### config.mk
export PLATFORM = sky130hd
export DESIGN_NAME = change_dispenser
export DESIGN_NICKNAME = d
export VERILOG_FILES = /design/src/rtl/change_dispenser.sv
export SDC_FILE = /design/constraint.sdc
export NUM_CORES = 1
export LEC_CHECK = 0
export CAP_MARGIN = 5
export CORE_UTILIZATION = 50
export CTS_CLUSTER_DIAMETER = 200
export DETAILED_ROUTE_END_ITERATION = 12
export HOLD_SLACK_MARGIN = 0.06
export MAX_ROUTING_LAYER = met4
export PLACE_DENSITY = 0.72
export SLEW_MARGIN = 20
export SYNTH_ARGS = -nofsm -noshare
export SYNTH_HDL_FRONTEND = slang
export SYNTH_SLANG_ARGS = --single-unit
### constraint.sdc
create_clock -name clk -period 7.8 [get_ports clk]
set_input_delay 1.56 -clock clk [delete_from_list [all_inputs] [get_ports clk]]
set_output_delay 1.56 -clock clk [all_outputs]
set_load 0.05 [all_outputs]
### src/rtl/change_dispenser.sv
// change_dispenser: pays a cents amount out of the coin hopper as one eject
// pulse per coin, largest coin first, limited by per-coin inventory counters.
// Each coin is confirmed by hopper_ack; a missing ack ends the payout with fault.
module change_dispenser #(
  parameter int PULSE_CYC = 10,
  parameter int GAP_CYC   = 5,
  parameter int ACK_TO    = 50,
  parameter int INV_W     = 6
) (
  input  logic             clk,
  input  logic             rst,
  input  logic             start,
  input  logic [7:0]       amount,
  input  logic             inv_load,
  input  logic [INV_W-1:0] inv_d,
  input  logic [INV_W-1:0] inv_q,
  input  logic [INV_W-1:0] inv_i,
  input  logic [INV_W-1:0] inv_n,
  input  logic             hopper_ack,
  output logic             D_o,
  output logic             Q_o,
  output logic             I_o,
  output logic             N_o,
  output logic             busy,
  output logic             done,
  output logic             fault,
  output logic [7:0]       short_amt
);

  typedef enum logic [2:0] {IDLE, SELECT, PULSE, WAIT_ACK, GAP, DONE} state_t;
  typedef enum logic [1:0] {COIN_D, COIN_Q, COIN_I, COIN_N} coin_t;

  localparam logic [7:0]       PULSE_LAST = 8'(PULSE_CYC - 1);
  localparam logic [7:0]       GAP_LAST   = 8'(GAP_CYC - 1);
  localparam logic [7:0]       ACK_LAST   = 8'(ACK_TO - 1);
  localparam logic [INV_W-1:0] INV_ONE    = INV_W'(1);

  state_t           state;
  state_t           next_state;
  coin_t            coin;
  coin_t            pick;
  coin_t            line_coin;
  logic             pick_ok;
  logic [7:0]       rem;
  logic [7:0]       coin_val;
  logic [7:0]       cyc;
  logic [INV_W-1:0] cnt_d;
  logic [INV_W-1:0] cnt_q;
  logic [INV_W-1:0] cnt_i;
  logic [INV_W-1:0] cnt_n;

  // Greedy choice: first coin that still fits in rem and is in stock.
  always_comb begin
    pick    = COIN_N;
    pick_ok = 1'b1;
    if (rem >= 8'd100 && cnt_d != '0)      pick = COIN_D;
    else if (rem >= 8'd25 && cnt_q != '0)  pick = COIN_Q;
    else if (rem >= 8'd10 && cnt_i != '0)  pick = COIN_I;
    else if (rem >= 8'd5 && cnt_n != '0)   pick = COIN_N;
    else                                   pick_ok = 1'b0;
  end

  // Value in cents of the latched coin, used when its ack arrives.
  always_comb begin
    coin_val = 8'd5;
    case (coin)
      COIN_D:  coin_val = 8'd100;
      COIN_Q:  coin_val = 8'd25;
      COIN_I:  coin_val = 8'd10;
      default: coin_val = 8'd5;
    endcase
  end

  // The coin driving the eject line next cycle: fresh pick on entry to PULSE.
  assign line_coin = (state == SELECT) ? pick : coin;

  // State register.
  always_ff @(posedge clk or negedge rst) begin
    if (!rst) state <= IDLE;
    else      state <= next_state;
  end

  // Next-state logic; rem==0 yields no pick, so it falls through to DONE too.
  always_comb begin
    next_state = state;
    case (state)
      IDLE:     if (start) next_state = SELECT;
      SELECT:   next_state = pick_ok ? PULSE : DONE;
      PULSE:    if (cyc == PULSE_LAST) next_state = WAIT_ACK;
      WAIT_ACK: begin
        if (hopper_ack)            next_state = GAP;
        else if (cyc == ACK_LAST)  next_state = DONE;
      end
      GAP:      if (cyc == GAP_LAST) next_state = SELECT;
      DONE:     next_state = IDLE;
      default:  next_state = IDLE;
    endcase
  end

  // Datapath and registered outputs, all derived from the upcoming state.
  always_ff @(posedge clk or negedge rst) begin
    if (!rst) begin
      coin      <= COIN_N;
      rem       <= '0;
      cyc       <= '0;
      cnt_d     <= '0;
      cnt_q     <= '0;
      cnt_i     <= '0;
      cnt_n     <= '0;
      D_o       <= 1'b0;
      Q_o       <= 1'b0;
      I_o       <= 1'b0;
      N_o       <= 1'b0;
      busy      <= 1'b0;
      done      <= 1'b0;
      fault     <= 1'b0;
      short_amt <= '0;
    end else begin
      cyc  <= (next_state != state || state == IDLE) ? 8'd0 : cyc + 8'd1;
      busy <= (next_state != IDLE);
      done <= (next_state == DONE);
      D_o  <= (next_state == PULSE) && (line_coin == COIN_D);
      Q_o  <= (next_state == PULSE) && (line_coin == COIN_Q);
      I_o  <= (next_state == PULSE) && (line_coin == COIN_I);
      N_o  <= (next_state == PULSE) && (line_coin == COIN_N);

      if (state == IDLE) begin
        if (start) begin
          rem       <= amount - (amount % 8'd5);
          fault     <= 1'b0;
          short_amt <= '0;
        end
        if (inv_load) begin
          cnt_d <= inv_d;
          cnt_q <= inv_q;
          cnt_i <= inv_i;
          cnt_n <= inv_n;
        end
      end

      if (state == SELECT && pick_ok) coin <= pick;

      if (state == WAIT_ACK) begin
        if (hopper_ack) begin
          rem <= rem - coin_val;
          case (coin)
            COIN_D:  cnt_d <= cnt_d - INV_ONE;
            COIN_Q:  cnt_q <= cnt_q - INV_ONE;
            COIN_I:  cnt_i <= cnt_i - INV_ONE;
            default: cnt_n <= cnt_n - INV_ONE;
          endcase
        end else if (cyc == ACK_LAST) begin
          fault <= 1'b1;
        end
      end

      if (next_state == DONE) short_amt <= rem;
    end
  end

endmodule

==> run summary, run 1 <==
Number of nets at the end of the flow: 674
Post-synthesis instance area: 4569 µm²
Antenna violations before repair: 0
Worst Setup EP: rem[7]$_DFF_PN0_
Number of placed instances with taps included: 699
Max Fanout on Critical Path: 14
I/O pin count: 52
Placed wire-length estimate: 7691 µm
R2R cell count: 13
Drt drc: 0
Total Power: 1.841 mW
Summed area of non-filler cells in the final layout: 5330 µm²
Status: complete, no violations
Unrepaired setup endpoints after global routing: no
Finished Layout Cells: 714
Category of the worst setup path launch point: primary input
Total congestion overflow after global routing: 0
Net count after synthesis: 630
Total of endpoints with negative setup slack in the final report: 0
Detailed-route wire length per cell: 14.64 µm
Data arrival time of the worst path: 7.27 ns
Seq/Total Area, Yosys: 0.3291
Period utilisation layout: 0.9087
Largest net degree at the start of global routing: 61
Slew of the pin with the lowest slew margin: 0.9793 ns
Floorplan die area: 9525 µm²
Via count normalized by instance count: 5.716
Flop2flop setup slack: 4.82 ns
N_diodes: 0
Element type at the critical path end: flop
Share of layout cells above drive strength 1: 0.06766
Commonest cells after routing, fill and taps aside: dfrtp_1, nor2_1, nand2_1
Number of flip-flops and latches in the synthesized netlist: 60
Placed standard-cell area: 5130 µm²
P&R area growth vs syn: 16.65%
Post-cts resize count: 0
Iteration count of the initial detailed-routing pass: 4
CTS clk-pin slew, worst paths: 0.06 ns
Cell leakage power: 2.357 nW
Later-pin clock latency in the skew report: 0.34 ns
Number of distinct library cells after synthesis: 73
Async S/R FF share, synth: 1.000
Post-synth EDFFs: 0
Standard cell core area: 8763 µm²
Global router's overall resource usage: 0.2321
Type of the worst min-delay path: reg2reg
Floorplan die height: 97.60 µm
Total negative setup slack: 0 ns
Kind of critical path: in2reg
H-tree depth: 3
Number of setup buffers added after CTS: 0
Relative max-transition margin: 0.3447
Total number of vias: 4,081
Horizontal die dimension: 97.60 µm
Number of pins exceeding their max-slew limit in the final report: 0
Most common flop cell mapped by yosys: dfrtp_1
Number of warnings printed during yosys synthesis: 0
Maximum operating frequency: 141.1 MHz
Crit. Startpoint: amount[5]
Sinks on the clock net: 60
Clock root cell: clkbuf_8
Effective utilization at floorplan: 0.5214
Cell area power density: 345.5 nW/µm²
Launching point of the worst reg2reg path: coin[0]$_DFFE_PN1P_
Wire length of the first global-routing pass: 17,780 µm
Share of the core filled with cells in the final layout: 0.6082
Routed wire length: 10,450 µm
Global placement routability congestion: 0.9100
Clock Skews: 0.01323 ns
Remaining antenna violation count: 0
CTS hold repair buffers: 0
Clk buf depth: 2
Number of clock buffers inserted by TritonCTS: 9
Tmin final: 7.088 ns
Number of violations reported at the end of detailed-routing iteration 0: 132
Syn avg cell area: 8.189 µm²
Leading cell type in the layout, fill and taps excluded: dfrtp_1
Via count of the first global-routing pass: 3,844
CTS tree: built
Endpoint of the most critical register-to-register path: rem[7]$_DFF_PN0_
Hold Vio Cnt, Final: 0
Maximum ir drop on the vdd rail: 0.0001862 V
Count of input and output buffers: 51
Syn Inst Count: 558
Reported max-cap violation count: 0
Num rows: 34
Required time at the endpoint of the critical path: 7.98 ns
-- cell families after synthesis --
group                      Yosys count  share of synthesized area
and+or+nand+nor                    206                     0.2259
DFF                                 60                     0.3291
muxes                               11                    0.02601
AOI/OAI and AO/OA                  155                     0.2136
adders and majority gates           35                    0.09912
buffers and inverters               67                    0.06024
xor gates and xnor gates            24                    0.04600
-- Yosys cell counts (all sizes together), types with 3 or more instances --
master	count	area [µm²]
nor3	13	70.07
buf	9	57.56
a21oi	40	200.2
and3	8	55.05
and2	3	21.27
dfrtp	58	1451
nor2	56	210.2
a22oi	5	37.54
nand4	4	25.02
a21o	7	52.55
nand3b	5	37.54
nor4	3	33.78
o32ai	4	35.03
nor3b	4	35.03
nor2b	9	56.30
inv	46	172.7
ha	33	412.9
a211oi	10	80.07
clkbuf	12	45.04
a21boi	3	26.27
o21ai	54	277.8
a31oi	6	37.54
or3b	3	26.28
nand3	27	140.1
or3	4	25.02
mux2i	10	107.6
xnor2	13	113.9
nand2	53	198.9
nand2b	8	50.05
xor2	11	96.34
-- worst min path at each step --
stage | slack [ns] | start | endpoint | cells after the start
2_1_floorplan | 0.48 | cnt_i[4]$_DFF_PN0_ | cnt_i[4]$_DFF_PN0_ | 2
4_1_cts | 0.52 | fault$_DFF_PN0_ | fault$_DFF_PN0_ | 1
3_5_place_dp | 0.50 | fault$_DFF_PN0_ | fault$_DFF_PN0_ | 1
5_1_grt | 0.54 | fault$_DFF_PN0_ | fault$_DFF_PN0_ | 1
6_report | 0.52 | cnt_i[4]$_DFF_PN0_ | cnt_i[4]$_DFF_PN0_ | 2
3_3_place_gp | 0.50 | fault$_DFF_PN0_ | fault$_DFF_PN0_ | 1
-- critical path: stages --
cell and delay (ns):
clkdlybuf4s50_1 0.64, nor2b_1 0.58, a221oi_1 0.15, a41o_1 0.27, nand2_1 0.13, inv_1 0.12, ha_1 0.22, nand3b_1 0.19
a21boi_2 0.26, and2_4 0.21, xnor2_1 0.10, ha_1 0.25, inv_1 0.09, nor2_1 0.06, o21ai_2 0.25, mux2i_1 0.35
inv_1 0.08, ha_1 0.27, nor2b_1 0.13, o21ai_0 0.16, nand2b_1 0.11, a21o_1 0.19, a21o_1 0.19, a21o_1 0.17
a21oi_1 0.16, xnor2_1 0.15, xnor2_1 0.14, o21ai_1 0.08
-- registers in the layout (all words and copies together), names as in the netlist, 2 cells and up --
name       flops
cnt_q          6
coin           2
rem            8
cnt_n          6
cnt_i          6
cnt_d          6
short_amt      8
cyc            8
state          3
-- power breakdown --
group / leakage [nW] / internal, mW / switching [mW]
sequential: 0.740 / 0.439 / 0.127
clock: 0.105 / 0.163 / 0.121
combinational: 1.51 / 0.399 / 0.593
total: 2.36 / 1.00 / 0.841
-- final cells by class --
type,count,area [µm²]
fillers,798,3433
multi-input cells,431,2790
flip-flops and latches,60,1504
repair buffers,54,528.0
inverters,46,172.7
clock buffers,11,151.4
well taps,108,135.1
clock inverters,4,48.80
-- layer usage --
layer  global-route usage  share of wire
met1               0.3085           0.49
met2               0.3647           0.46
met3              0.04532          0.044
met4              0.05882          0.014
met5                    -              0
-- per-stage QoR --
step                      hold slack, ns  setup slack, ns
after CTS                         0.5219           0.7568
after global routing              0.5402           0.2417
after detailed placement          0.4985           0.4122
after global placement            0.5018           0.7628
final                             0.5219           0.7118
after floorplan                   0.4755            1.805
(Power assumes the default switching activity.)
==> run 2: changes to the inputs <==
- CORE_ASPECT_RATIO: not set -> 1.5
==> run 2 against run 1 <==
First-iteration DRC count grew 68%. Final cell count increased by 0.42%. Utilization rose by 0.78 points. Clock skew shrank 0.0071 ns. Non-clock buffer count stayed put. Critical endpoint unchanged. Setup slack improved by 0.059 ns. Power rose by 6.3%. Sequential share of layout area decreased by 0.56 points. Clock-buffer cell count rose by 1. Sequential power shrank 0.7%.
==> run summary, run 2 (synthesis gave the netlist of run 1 again) <==
Worst Setup Slack post-DPL: 0.4680 ns (+0.05579 ns)
Switching component of the power: 858.2 µW (+2.0%)
Status: complete, no violations
Post-cts resize count: 0 (unchanged)
Master of the slowest instance on the critical path: clkdlybuf4s50_1
Global placement routability congestion: 0.8814 (-3.1%)
Crit. Startpoint: amount[5]
Category of the worst setup path launch point: primary input
Clock root cell: clkbuf_16
Leading cell type in the layout, fill and taps excluded: dfrtp_1
Total congestion overflow after global routing: 0 (unchanged)
Data arrival time of the worst path: 7.21 ns (-0.06 ns)
Wire length of the first global-routing pass: 18,270 µm (+2.8%)
Placed wire-length estimate: 8034 µm (+4.5%)
Effective utilization at floorplan: 0.5176 (-0.003843)
Num rows: 42 (+24%)
Tmin final: 7.029 ns (-0.05939 ns)
Standard cell core area: 8828 µm² (+0.74%)
Startpoint of the lowest-slack hold path: fault$_DFF_PN0_
Iteration count of the initial detailed-routing pass: 5 (+1)
Number of pins exceeding their max-slew limit in the final report: 0 (unchanged)
Slew of the pin with the lowest slew margin: 0.7941 ns (-0.1852 ns)
Antenna violations before repair: 0 (unchanged)
Worst setup slack after layout: 0.7712 ns (+0.05939 ns)
Number of clock buffers inserted by TritonCTS: 9 (unchanged)
Detailed-route wire length per cell: 15.10 µm (+3.1%)
Type of the worst min-delay path: reg2reg
Remaining antenna violation count: 0 (unchanged)
Top cell family by delay on the critical path: compound AO/OA/AOI/OAI gates
Number of violations reported at the end of detailed-routing iteration 0: 222 (+68%)
CTS clk-pin slew, worst paths: 0.05 ns (about the same)
Total of endpoints with negative setup slack in the final report: 0 (unchanged)
Relative max-transition margin: 0.4706 (+0.1259)
Hold Vio Cnt, Final: 0 (unchanged)
Maximum ir drop on the vdd rail: 0.0001834 V (-1.5%)
Part of the total power dissipated in sequential elements: 0.287 (-0.020)
Max Fanout on Critical Path: 14 (unchanged)
Finished Layout Cells: 717 (+0.42%)
Part of the total power dissipated in the clock network: 0.206 (+0.052)
Total number of vias: 4,201 (+2.9%)
Largest net degree at the start of global routing: 61 (unchanged)
Drt drc: 0 (unchanged)
Top Registers: cyc: 8 flops, rem: 8 flops, short_amt: 8 flops
Reported max-cap violation count: 0 (unchanged)
Via count of the first global-routing pass: 4,048 (+5.3%)
Cell area power density: 359.9 nW/µm² (+4.2%)
Unrepaired setup endpoints after global routing: no
Cell leakage power: 2.400 nW (+1.8%)
Comb power frac: 0.507 (-0.031)
Floorplan die height: 119.1 µm (+22%)
H-tree depth: 3 (unchanged)
I/O pin count: 52 (unchanged)
Total Power: 1.957 mW (+6.3%)
Sinks on the clock net: 60 (unchanged)
Switching share of power: 0.4385 (-0.01839)
Maximum operating frequency: 142.3 MHz (+0.85%)
Horizontal die dimension: 80.06 µm (-18%)
Clk buf depth: 2 (unchanged)
CTS hold repair buffers: 0 (unchanged)
Number of setup buffers added after CTS: 0 (unchanged)
Via count normalized by instance count: 5.859 (+2.5%)
CTS tree: built
Pint: 1.099 mW (+9.9%)
Total negative setup slack: 0 ns (unchanged)
Launching point of the worst reg2reg path: coin[0]$_DFFE_PN1P_
Sum of buffers and inverters on the critical path: 4 (unchanged)
Required time at the endpoint of the critical path: 7.98 ns (about the same)
Floorplan die area: 9533 µm² (about the same)
Commonest cells after routing, fill and taps aside: dfrtp_1, nor2_1, nand2_1
Clock Skews: 0.006085 ns (-0.007147 ns)
Critical Path Max Stage Delay: 0.62 ns (-0.02 ns)
Later-pin clock latency in the skew report: 0.33 ns (about the same)
Period utilisation layout: 0.9011 (-0.007614)
Kind of critical path: in2reg
Routed wire length: 10,830 µm (+3.5%)
P&R area growth vs syn: 19.03%
Number of nets at the end of the flow: 674 (unchanged)
Share of layout cells above drive strength 1: 0.06919 (+0.001536)
N_diodes: 0 (unchanged)
Number of placed instances with taps included: 701 (+0.29%)
Global router's overall resource usage: 0.2501 (+0.01795)
Element type at the critical path end: flop
Count of input and output buffers: 51 (unchanged)
run 2: metrics by stage:
stage | instance area [µm²] | hold WS (ns) | util
floorplan | 4569 | 0.4755 | -
global placement | 5132 | 0.5110 | 0.5813
detailed placement | 5132 | 0.5035 | 0.5813
CTS | 5436 | 0.5323 | 0.6158
global route | 5439 | 0.5572 | 0.6161
finish | 5439 | 0.5233 | 0.6161
run 2: area by class of cell:
cell class,instances,area (µm²)
Timing Repair Buffer,54,528.0
Sequential cell,60,1504
Fill cell,799,3390
Clock inverter,4,47.55
Multi-Input combinational cell,431,2793
Tap cell,110,137.6
Clock buffer,12,256.5
Inverter,46,172.7
run 2: path summary, 6_finish.rpt:
check	end	slack (ns)	depth (start not counted)
setup reg to reg	rem[7]$_DFF_PN0_	4.76	13
hold / removal	fault$_DFF_PN0_	0.52	1
min in group asynchronous	cnt_d[0]$_DFF_PN0_	1.40	2
hold reg to reg	fault$_DFF_PN0_	0.52	1
setup / recovery	rem[7]$_DFF_PN0_	0.77	28
max in group asynchronous	fault$_DFF_PN0_	5.88	2
run 2: power by group through the flow:
stage | logic (mW) | clock network [mW] | registers, mW
finish | 0.992 | 0.403 | 0.562
global route | 1.12 | 0.424 | 0.584
CTS | 0.995 | 0.408 | 0.561
global placement | 0.955 | 0 | 0.560
floorplan | 0.694 | 0 | 0.603
detailed placement | 0.986 | 0 | 0.564
run 2: per-layer routing:
layer	vias up	track usage	wire length (µm)
li1	2059	-	-
met1	1999	0.2833	4521
met2	122	0.4290	5586
met3	21	0.04521	422
met4	0	0.09933	294
met5	-	-	0
==> run 3: changes to the inputs <==
- CAP_MARGIN: 5 -> not set
- SLEW_MARGIN: 20 -> 5
==> run 3 against run 2 <==
First-iteration DRC count up 1.4%. Setup slack worse by 0.0014 ns. Sequential power about the same. Fmax about the same. Global-route usage unchanged. Clock skew about the same. Combinational power about the same. Clock power about the same. Register-to-register slack worse by 0.03 ns.
==> run summary, run 3 (synthesis gave the netlist of run 1 again) <==
Flop2flop setup slack: 4.73 ns (-0.03 ns)
Area of all sequential standard cells: 1504 µm² (unchanged)
Clk buf depth: 2 (unchanged)
Clock root cell: clkbuf_16
H-tree depth: 3 (unchanged)
Effective utilization at floorplan: 0.5176 (unchanged)
Total Power: 1.956 mW (about the same)
Via count of the first global-routing pass: 4,048 (unchanged)
Required time at the endpoint of the critical path: 7.98 ns (about the same)
Number of pins exceeding their max-slew limit in the final report: 0 (unchanged)
Fillers: 800 (+0.13%)
Total congestion overflow after global routing: 0 (unchanged)
Commonest cells after routing, fill and taps aside: dfrtp_1, nor2_1, nand2_1
Total negative setup slack: 0 ns (unchanged)
Floorplan die area: 9533 µm² (unchanged)
Antenna violations before repair: 0 (unchanged)
Detailed-route wire length per cell: 15.08 µm (-0.11%)
Share of the core filled with cells in the final layout: 0.6158 (about the same)
Unrepaired setup endpoints after global routing: no
Maximum ir drop on the vdd rail: 0.0001833 V (about the same)
Data arrival time of the worst path: 7.21 ns (about the same)
Number of clock buffers inserted by TritonCTS: 9 (unchanged)
Cell leakage power: 2.401 nW (about the same)
Tmin final: 7.030 ns (+0.001376 ns)
Combined area of the multi-input logic cells: 2790 µm² (about the same)
Later-pin clock latency in the skew report: 0.33 ns (about the same)
Sinks on the clock net: 60 (unchanged)
Leading cell type in the layout, fill and taps excluded: dfrtp_1
Worst setup slack after layout: 0.7699 ns (-0.001376 ns)
CTS tree: built
Slew of the pin with the lowest slew margin: 1.013 ns (+0.2191 ns)
Placed wire-length estimate: 8034 µm (unchanged)
Number of nets at the end of the flow: 674 (unchanged)
Kind of critical path: in2reg
Hold Vio Cnt, Final: 0 (unchanged)
Placed standard-cell area: 5132 µm² (unchanged)
Horizontal die dimension: 80.06 µm (unchanged)
Length of routed wiring on met1: 4494 µm (-0.60%)
Via count normalized by instance count: 5.861 (about the same)
CTS hold repair buffers: 0 (unchanged)
Detailed-routed wire length on met3: 427 µm (+1.2%)
Max Fanout on Critical Path: 14 (unchanged)
N_diodes: 0 (unchanged)
Detailed route wirelength on metal2: 5586 µm (unchanged)
Period utilisation layout: 0.9013 (about the same)
Global placement routability congestion: 0.8814 (unchanged)
Reported max-cap violation count: 0 (unchanged)
Iteration count of the initial detailed-routing pass: 5 (unchanged)
Uppermost layer routed: met4
Share of layout cells above drive strength 1: 0.06755 (-0.001647)
Summed area of non-filler cells in the final layout: 5436 µm² (about the same)
Cell area power density: 359.7 nW/µm² (about the same)
P&R area growth vs syn: 18.98% (about the same)
CTS clk-pin slew, worst paths: 0.05 ns (about the same)
Element type at the critical path end: flop
Number of setup buffers added after CTS: 0 (unchanged)
I/O pin count: 52 (unchanged)
Total of endpoints with negative setup slack in the final report: 0 (unchanged)
Number of violations reported at the end of detailed-routing iteration 0: 225 (+1.4%)
Clock Skews: 0.006381 ns (+0.0002959 ns)
Relative max-transition margin: 0.3220 (-0.1486)
Worst Setup Slack post-DPL: 0.4680 ns (unchanged)
Count of input and output buffers: 51 (unchanged)
Remaining antenna violation count: 0 (unchanged)
Num rows: 42 (unchanged)
Standard cell core area: 8828 µm² (unchanged)
Wire length of the first global-routing pass: 18,270 µm (unchanged)
Post-cts resize count: 0 (unchanged)
Top Registers: cyc: 8 flops, rem: 8 flops, short_amt: 8 flops
Category of the worst setup path launch point: primary input
Drt drc: 0 (unchanged)
Routed wire length: 10,810 µm (-0.11%)
Total number of vias: 4,202 (+0.024%)
Type of the worst min-delay path: reg2reg
Largest net degree at the start of global routing: 61 (unchanged)
Floorplan die height: 119.1 µm (unchanged)
Maximum operating frequency: 142.2 MHz (about the same)
Status: complete, no violations
Global router's overall resource usage: 0.2501 (unchanged)
-- run 3: cell types whose count changed in the layout (fill, tap and decap cells not counted) --
cell and change:
nor2_2 -1, nor2_1 +1
-- run 3: final cells by class --
| class | count | share of cell area |
|---|---|---|
| clock buffers | 12 | 0.04718 |
| clock inverters | 4 | 0.008746 |
| inverters | 46 | 0.03176 |
| multi-input cells | 431 | 0.5132 |
| flip-flops and latches | 60 | 0.2766 |
| well taps | 110 | 0.02532 |
| repair buffers | 54 | 0.09712 |
-- run 3: worst max-delay path, stage by stage --
cell             delay [ns]
clkdlybuf4s50_1        0.62
nor2b_1                0.57
a221oi_1               0.16
a41o_1                 0.26
nand2_1                0.14
inv_1                  0.11
ha_1                   0.21
nand3b_1               0.20
a21boi_2               0.27
and2_4                 0.22
xnor2_1                0.10
ha_1                   0.24
inv_1                  0.09
nor2_1                 0.06
o21ai_2                0.27
mux2i_1                0.32
inv_1                  0.08
ha_1                   0.27
nor2b_1                0.13
o21ai_0                0.14
nand2b_1               0.10
a21o_1                 0.18
a21o_1                 0.19
a21o_1                 0.17
a21oi_1                0.16
xnor2_1                0.15
xnor2_1                0.13
o21ai_1                0.07
-- run 3: per-layer routing --
metal  up-vias  GRT usage
met4         0    0.09933
met1      1998     0.2833
li1       2061          -
met5         -          -
met3        23    0.04521
met2       120     0.4290
-- run 3: path summary, 6_finish.rpt --
path	from	endpoint	cells after the start
worst max register to register	rem[4]$_DFF_PN0_	short_amt[3]$_DFFE_PN0P_	8
min in group asynchronous	rst	cnt_d[0]$_DFF_PN0_	2
worst max-delay path	amount[5]	rem[7]$_DFF_PN0_	28
worst min register to register	fault$_DFF_PN0_	fault$_DFF_PN0_	1
worst min-delay path	fault$_DFF_PN0_	fault$_DFF_PN0_	1
max in group asynchronous	rst	fault$_DFF_PN0_	2
-- run 3: per-stage QoR --
stage / hold WS (ns) / instances
final: 0.5233 / 717
after floorplan: 0.4755 / 558
after CTS: 0.5323 / 717
after detailed placement: 0.5035 / 701
after global placement: 0.5110 / 701
after global routing: 0.5572 / 717
-- run 3: power by group --
group | total, mW | internal (mW) | switching, mW | leakage, nW
registers | 0.563 | 0.440 | 0.123 | 0.740
clock network | 0.403 | 0.263 | 0.139 | 0.149
logic | 0.990 | 0.396 | 0.594 | 1.51
